--- src/rtl/rv32_pkg.sv ---
// rv32_pkg: shared RV32 encoding constants for the instruction encoder.
//   - opcode and funct3 constants for the supported instruction classes
//   - canonical NOP word (addi x0,x0,0)
//   - kind_e: encoding of the in_kind field
package rv32_pkg;

   localparam logic [6:0] OP_R      = 7'b0110011;
   localparam logic [6:0] OP_LOAD   = 7'b0000011;
   localparam logic [6:0] OP_STORE  = 7'b0100011;
   localparam logic [6:0] OP_BRANCH = 7'b1100011;

   localparam logic [2:0] F3_ADD = 3'b000;
   localparam logic [2:0] F3_BEQ = 3'b000;
   localparam logic [2:0] F3_W   = 3'b010;

   localparam logic [31:0] NOP = 32'h0000_0013;

   typedef enum logic [1:0] {
      KIND_ADD = 2'd0,
      KIND_LW  = 2'd1,
      KIND_SW  = 2'd2,
      KIND_BEQ = 2'd3
   } kind_e;

endpackage

--- src/rtl/inst_encoder_if.sv ---
// inst_encoder_if: input-field and output-word handshakes of the instruction encoder.
//   in_valid/in_ready   : field transfer (kind, rd, rs1, rs2, imm)
//   out_valid/out_ready : encoded word transfer (inst, addr, err)
// Modports:
//   master : producer of fields and consumer of words (testbench / boot loader)
//   slave  : the encoder
interface inst_encoder_if #(
   parameter int unsigned ADDR_W = 32
);

   logic              in_valid;
   logic              in_ready;
   logic [1:0]        in_kind;
   logic [4:0]        in_rd;
   logic [4:0]        in_rs1;
   logic [4:0]        in_rs2;
   logic [31:0]       in_imm;

   logic              out_valid;
   logic              out_ready;
   logic [31:0]       out_inst;
   logic [ADDR_W-1:0] out_addr;
   logic              out_err;

   modport master (
      output in_valid, in_kind, in_rd, in_rs1, in_rs2, in_imm, out_ready,
      input  in_ready, out_valid, out_inst, out_addr, out_err
   );

   modport slave (
      input  in_valid, in_kind, in_rd, in_rs1, in_rs2, in_imm, out_ready,
      output in_ready, out_valid, out_inst, out_addr, out_err
   );

endinterface

--- src/rtl/inst_encoder_imm_pack.sv ---
// inst_encoder_imm_pack: combinational immediate placement and range check.
//   kind     in  instruction class
//   imm      in  signed byte offset
//   imm_bits out immediate bits at their instruction-word positions, zero elsewhere
//   legal    out immediate is representable for this kind (always 1 for ADD)
module inst_encoder_imm_pack
   import rv32_pkg::*;
(
   input  kind_e       kind,
   input  logic [31:0] imm,
   output logic [31:0] imm_bits,
   output logic        legal
);

   logic signed [31:0] simm;
   logic               fits_i;
   logic               fits_b;

   assign simm   = $signed(imm);
   assign fits_i = (simm >= -32'sd2048) && (simm <= 32'sd2047);
   // Branch offsets are halfword-aligned; the top legal even value is 4094.
   assign fits_b = (simm >= -32'sd4096) && (simm <= 32'sd4094) && !imm[0];

   always_comb begin
      imm_bits = '0;
      legal    = 1'b1;
      unique case (kind)
         KIND_ADD: begin
            legal = 1'b1;
         end
         KIND_LW: begin
            imm_bits[31:20] = imm[11:0];
            legal           = fits_i;
         end
         KIND_SW: begin
            imm_bits[31:25] = imm[11:5];
            imm_bits[11:7]  = imm[4:0];
            legal           = fits_i;
         end
         KIND_BEQ: begin
            // imm[0] is not stored; the core rebuilds the offset from imm[12:1].
            imm_bits[31]    = imm[12];
            imm_bits[30:25] = imm[10:5];
            imm_bits[11:8]  = imm[4:1];
            imm_bits[7]     = imm[11];
            legal           = fits_b;
         end
         default: begin
            legal = 1'b0;
         end
      endcase
   end

endmodule

--- src/rtl/inst_encoder.sv ---
// inst_encoder: pipelined RV32 encoder for ADD / LW / SW / BEQ.
//   clk       in   rising-edge clock
//   rst       in   synchronous active-high reset
//   bus       slave modport of inst_encoder_if (field input, word output)
//   err_count out  saturating count of error words accepted downstream
// One output register stage. Each accepted field set produces one word at the
// next sequential address; illegal immediates produce a NOP flagged out_err.
module inst_encoder
   import rv32_pkg::*;
#(
   parameter int unsigned          ADDR_W    = 32,
   parameter logic [ADDR_W-1:0]    BASE_ADDR = '0
) (
   input  logic                 clk,
   input  logic                 rst,
   inst_encoder_if.slave        bus,
   output logic [15:0]          err_count
);

   kind_e             kind;
   logic [31:0]       imm_bits;
   logic              legal;
   logic [31:0]       fields;
   logic [31:0]       enc_word;
   logic              in_fire;
   logic              out_fire;

   logic              out_valid_q;
   logic [31:0]       out_inst_q;
   logic [ADDR_W-1:0] out_addr_q;
   logic              out_err_q;
   logic [ADDR_W-1:0] addr_q;
   logic [15:0]       err_count_q;

   assign kind = kind_e'(bus.in_kind);

   inst_encoder_imm_pack u_imm_pack (
      .kind     (kind),
      .imm      (bus.in_imm),
      .imm_bits (imm_bits),
      .legal    (legal)
   );

   // Register and opcode fields; immediate slots are left zero and OR-ed in below.
   always_comb begin
      fields = '0;
      unique case (kind)
         KIND_ADD: fields = {7'b0, bus.in_rs2, bus.in_rs1, F3_ADD, bus.in_rd, OP_R};
         KIND_LW:  fields = {12'b0, bus.in_rs1, F3_W, bus.in_rd, OP_LOAD};
         KIND_SW:  fields = {7'b0, bus.in_rs2, bus.in_rs1, F3_W, 5'b0, OP_STORE};
         KIND_BEQ: fields = {7'b0, bus.in_rs2, bus.in_rs1, F3_BEQ, 5'b0, OP_BRANCH};
         default:  fields = NOP;
      endcase
   end

   assign enc_word = legal ? (fields | imm_bits) : NOP;

   assign bus.in_ready = !out_valid_q || bus.out_ready;
   assign in_fire      = bus.in_valid && bus.in_ready;
   assign out_fire     = out_valid_q && bus.out_ready;

   always_ff @(posedge clk) begin
      if (rst) begin
         out_valid_q <= 1'b0;
         out_inst_q  <= '0;
         out_addr_q  <= BASE_ADDR;
         out_err_q   <= 1'b0;
         addr_q      <= BASE_ADDR;
         err_count_q <= '0;
      end else begin
         if (in_fire) begin
            // A simultaneous output transfer is simply overwritten here.
            out_valid_q <= 1'b1;
            out_inst_q  <= enc_word;
            out_addr_q  <= addr_q;
            out_err_q   <= !legal;
            addr_q      <= addr_q + ADDR_W'(4);
         end else if (out_fire) begin
            out_valid_q <= 1'b0;
         end
         if (out_fire && out_err_q && (err_count_q != 16'hFFFF)) begin
            err_count_q <= err_count_q + 16'd1;
         end
      end
   end

   assign bus.out_valid = out_valid_q;
   assign bus.out_inst  = out_inst_q;
   assign bus.out_addr  = out_addr_q;
   assign bus.out_err   = out_err_q;
   assign err_count     = err_count_q;

endmodule

--- src/flat_wrapper.sv ---
// flat-port wrapper written by rule: the top's interface ports become plain ports
module inst_encoder_flat import rv32_pkg::*;
#(
   parameter int unsigned          ADDR_W    = 32,
   parameter logic [ADDR_W-1:0]    BASE_ADDR = '0
)
  (clk, rst, err_count, bus_in_valid, bus_in_kind, bus_in_rd, bus_in_rs1, bus_in_rs2, bus_in_imm, bus_out_ready, bus_in_ready, bus_out_valid, bus_out_inst, bus_out_addr, bus_out_err);
  inst_encoder_if #(.ADDR_W(ADDR_W)) bus_i ();
  input  logic clk;
  input  logic rst;
  output logic [15:0] err_count;
  input wire logic [$bits(bus_i.in_valid)-1:0] bus_in_valid;
  input wire logic [$bits(bus_i.in_kind)-1:0] bus_in_kind;
  input wire logic [$bits(bus_i.in_rd)-1:0] bus_in_rd;
  input wire logic [$bits(bus_i.in_rs1)-1:0] bus_in_rs1;
  input wire logic [$bits(bus_i.in_rs2)-1:0] bus_in_rs2;
  input wire logic [$bits(bus_i.in_imm)-1:0] bus_in_imm;
  input wire logic [$bits(bus_i.out_ready)-1:0] bus_out_ready;
  output wire logic [$bits(bus_i.in_ready)-1:0] bus_in_ready;
  output wire logic [$bits(bus_i.out_valid)-1:0] bus_out_valid;
  output wire logic [$bits(bus_i.out_inst)-1:0] bus_out_inst;
  output wire logic [$bits(bus_i.out_addr)-1:0] bus_out_addr;
  output wire logic [$bits(bus_i.out_err)-1:0] bus_out_err;
  assign bus_i.in_valid = bus_in_valid;
  assign bus_i.in_kind = bus_in_kind;
  assign bus_i.in_rd = bus_in_rd;
  assign bus_i.in_rs1 = bus_in_rs1;
  assign bus_i.in_rs2 = bus_in_rs2;
  assign bus_i.in_imm = bus_in_imm;
  assign bus_i.out_ready = bus_out_ready;
  assign bus_in_ready = bus_i.in_ready;
  assign bus_out_valid = bus_i.out_valid;
  assign bus_out_inst = bus_i.out_inst;
  assign bus_out_addr = bus_i.out_addr;
  assign bus_out_err = bus_i.out_err;
  inst_encoder #(.ADDR_W(ADDR_W), .BASE_ADDR(BASE_ADDR)) u_core (.clk(clk), .rst(rst), .bus(bus_i), .err_count(err_count));
endmodule
--- config.mk ---
export PLATFORM = sky130hd
export DESIGN_NAME = inst_encoder_flat
export DESIGN_NICKNAME = d
export VERILOG_FILES = /design/src/rtl/rv32_pkg.sv /design/src/rtl/inst_encoder_if.sv /design/src/rtl/inst_encoder_imm_pack.sv /design/src/rtl/inst_encoder.sv /design/src/flat_wrapper.sv
export SDC_FILE = /design/constraint.sdc
export NUM_CORES = 1
export LEC_CHECK = 0
export CORE_MARGIN = 5
export CORE_UTILIZATION = 25
export DETAILED_ROUTE_END_ITERATION = 6
export PLACE_DENSITY = 0.55
export SYNTH_ARGS = -nofsm -noshare
export SYNTH_HDL_FRONTEND = slang
export SYNTH_SLANG_ARGS = --single-unit
--- constraint.sdc ---
create_clock -name clk -period 5 [get_ports clk]
set_input_delay 1 -clock clk [delete_from_list [all_inputs] [get_ports clk]]
set_output_delay 1 -clock clk [all_outputs]
set_load 0.01 [all_outputs]
==> qor.csv <==
metric;value;unit
PortBufs;129;
commonest non-fill, non-tap cell in the layout;clkdlybuf4s50_1;
period utilization;68.21;%
final hold vios;0;
Setup-failing EPs final;0;
initial antenna violation count;0;
number of synthesized flops with an enable pin;0;
cells on worst reg2reg path;5;
post-synthesis sequential area ratio;47.24;%
Critical Path RT;5.28;ns
Fillers;1753;
vias per inst;4.603;
Worst Hold Class;register to register;
Max Freq;293.2;MHz
CTS tree;done;
Post-DRT Antenna Nets;0;
Final #Nets;694;
CP peak stage delay;0.68;ns
Vias;3977;
Hold Path Cell Cnt;2;
crit end category;register;
hpwl dp;9073;µm
Post-Syn Area;0.004449;mm²
Setup CP Type;input pin to register;
CTS buffer count;9;
Layout Utilization;35.69;%
hold buffer count at cts;0;
reg-to-reg startpoint;u_core.addr_q[6]$_SDFFE_PP0P_;
Sum Neg Setup Slack;0;ns
largest net degree at the start of global routing;51;
Overflow after GRT;0;
Slew @ Worst Pin;1.024;ns
DIE AREA;0.02057;mm²
footprint of the multi-input gates;0.002185;mm²
Post-Syn Area per Cell;8.623;µm²
peak supply drop;131.8;µV
Ys Warns;0;
htree depth;3;
run status;completed;
Leak;1.989;nW
CP startpoint kind;input pin;
core area;0.01736;mm²
initial core utilization;25.63;%
Ports;136;
Yosys cell types;48;
worst setup margin;1.589;ns
Cell Pwr Density;265.7;mW/mm²
global placement routability congestion;0.8184;
Post-CTS Setup Bufs;0;
worst clock skew;0.007619;ns
Period minus WS final;3.411;ns
Starting DRT DRC Count;166;
Finished Cell Area;0.006195;mm²
Row Count;48;
Reg2Reg Capture Point;u_core.addr_q[31]$_SDFFE_PP0P_;
fin. max-slew vios;0;
DR DRC count;0;
average wire per standard cell;14.03;µm
vias in the first global route;3945;
CTS root buf;clkbuf_16;
hold endpoint;u_core.bus.out_addr[28]$_SDFFE_PP0P_;
clock buffer depth;2;
final wirelength;12120;µm
area post-placement;0.005918;mm²
critical-path cell list;clkdlybuf4s50_1 > inv_1 > ha_1 > nand2_1 > a2111oi_0 > a221oi_1 > nor3_2 > a22o_1;
Synth Flop Type;dfxtp_1;
Die Span Y;143.4;µm
Async SR Flop Fraction;0;%
Worst-Skew Late Latency;0.34;ns
Inserted Diodes;0;
CP arrival;3.69;ns
dpl ws;1.206;ns
Max Cap Violations;0;
first-pass GRT wire length;19500;µm
Die W;143.4;µm
clk sinks;105;
worst hold start;u_core.bus.out_addr[28]$_SDFFE_PP0P_;
RSZ-0062 raised after global routing;false;
Reg area;0.002102;mm²
synth-to-layout area growth;39.23;%
headroom to the max-slew limit;30.78;%
most frequent cells in the layout;clkdlybuf4s50_1, dfxtp_1, nand2_1;
share of cells above drive strength 1;4.851;%
CTS clk-pin slew, worst paths;0.07;ns
r2r setup slk;2.77;ns
DR pass1 iterations;5;
Synth Register Bits;105;
Post-Synthesis Cells;516;
CTS resizes;0;
Tot GR Track Use;11.66;%
top fanout value on the critical path;7;
Critical Path Slowest Stage Cell;a2111oi_0;
[cell families (layout without fill, tap and decap cells)]
kind of cell               after synthesis  after routing  share of synthesized area (%)
and+or+nand+nor                        231            231                          25.51
DFF                                    105            105                          47.24
AOI/OAI and AO/OA                       94             94                          13.64
buffers and inverters                   41            159                          4.134
xor gates and xnor gates                33             33                          6.496
adders and majority gates                7              7                          1.968
muxes                                    4              4                         0.9280
other                                    1              6                        0.08428
[state kept, by name (all words and copies together) (netlist names)]
signal                cells
u_core.bus.out_err        1
u_core.err_count         16
u_core.bus.out_addr      30
u_core.bus.out_valid      1
u_core.addr_q            30
u_core.bus.out_inst      27
[cells in the mapped netlist, types with 2 or more instances]
library cell / count / share of area (%)
xnor2_1: 24 / 4.7
nor4_1: 9 / 1.3
nor3_1: 11 / 1.2
and4_1: 4 / 0.79
nand2_1: 97 / 8.2
or2_2: 2 / 0.28
or3_1: 8 / 1.1
buf_4: 7 / 1.2
nand2b_1: 5 / 0.70
a211oi_1: 4 / 0.67
and3_1: 2 / 0.28
ha_1: 7 / 2.0
dfxtp_1: 105 / 47
o21ai_0: 17 / 1.9
nand4_1: 17 / 2.4
nand3_1: 11 / 1.2
xor2_1: 9 / 1.8
and2_1: 2 / 0.28
mux2i_1: 3 / 0.67
buf_2: 3 / 0.34
a22oi_1: 9 / 1.5
nor2_1: 46 / 3.9
clkbuf_1: 18 / 1.5
or4_1: 6 / 1.0
inv_1: 11 / 0.93
a22o_1: 14 / 2.8
buf_1: 2 / 0.17
a21oi_1: 43 / 4.8
[layout make-up]
| class | count | share of cell area [%] |
|---|---|---|
| flip-flops and latches | 105 | 33.93 |
| multi-input cells | 375 | 35.27 |
| well taps | 225 | 4.545 |
| clock inverters | 2 | 0.2020 |
| inverters | 11 | 0.6665 |
| repair buffers | 132 | 21.13 |
| clock buffers | 14 | 4.262 |
[through the flow]
| stage | instances | hold WS, ns | total power, mW |
|---|---|---|---|
| CTS | 864 | 0.4579 | 1.674 |
| finish | 864 | 0.4527 | 1.646 |
| global route | 864 | 0.4755 | 1.724 |
| floorplan | 521 | 0.4407 | 0.9319 |
| detailed placement | 848 | 0.4483 | 1.008 |
| global placement | 848 | 0.4346 | 1.005 |
[how the worst max path moves through the flow]
stage                              start                                   end  slack, ns  cells past startpoint
after floorplan           bus_in_kind[0]  u_core.bus.out_inst[25]$_SDFFE_PP0P_       2.25                      7
after global placement    bus_in_kind[1]  u_core.bus.out_inst[13]$_SDFFE_PP0P_       1.42                      8
after detailed placement  bus_in_kind[1]  u_core.bus.out_inst[15]$_SDFFE_PP0P_       1.21                      8
after CTS                 bus_in_kind[1]  u_core.bus.out_inst[15]$_SDFFE_PP0P_       1.56                      8
after global routing      bus_in_kind[0]  u_core.bus.out_inst[21]$_SDFFE_PP0P_       1.30                      8
final                     bus_in_kind[1]  u_core.bus.out_inst[15]$_SDFFE_PP0P_       1.59                      8
[power breakdown]
group,switching (mW),total (mW),internal [mW]
clock network,0.294,0.659,0.365
registers,0.00864,0.853,0.845
logic,0.0669,0.133,0.0664
total,0.370,1.65,1.28
[layer usage]
layer / wire length [µm] / global-route usage, % / share of wire [%] / up-vias
met2: 5126 / 17.65 / 42 / 131
met5: 0 / 0 / 0 / -
li1: - / - / - / 2019
met3: 1292 / 5.657 / 11 / 14
met4: 167 / 3.469 / 1.4 / 0
met1: 5537 / 14.74 / 46 / 1813
[critical path, delay by kind of cell]
family,cells,cell delay [ns]
compound gates,3,1.14
fa+ha+maj,1,0.35
buf+inv,2,0.69
simple gates,2,0.50
Note: power is estimated with default switching activity, not from simulation.
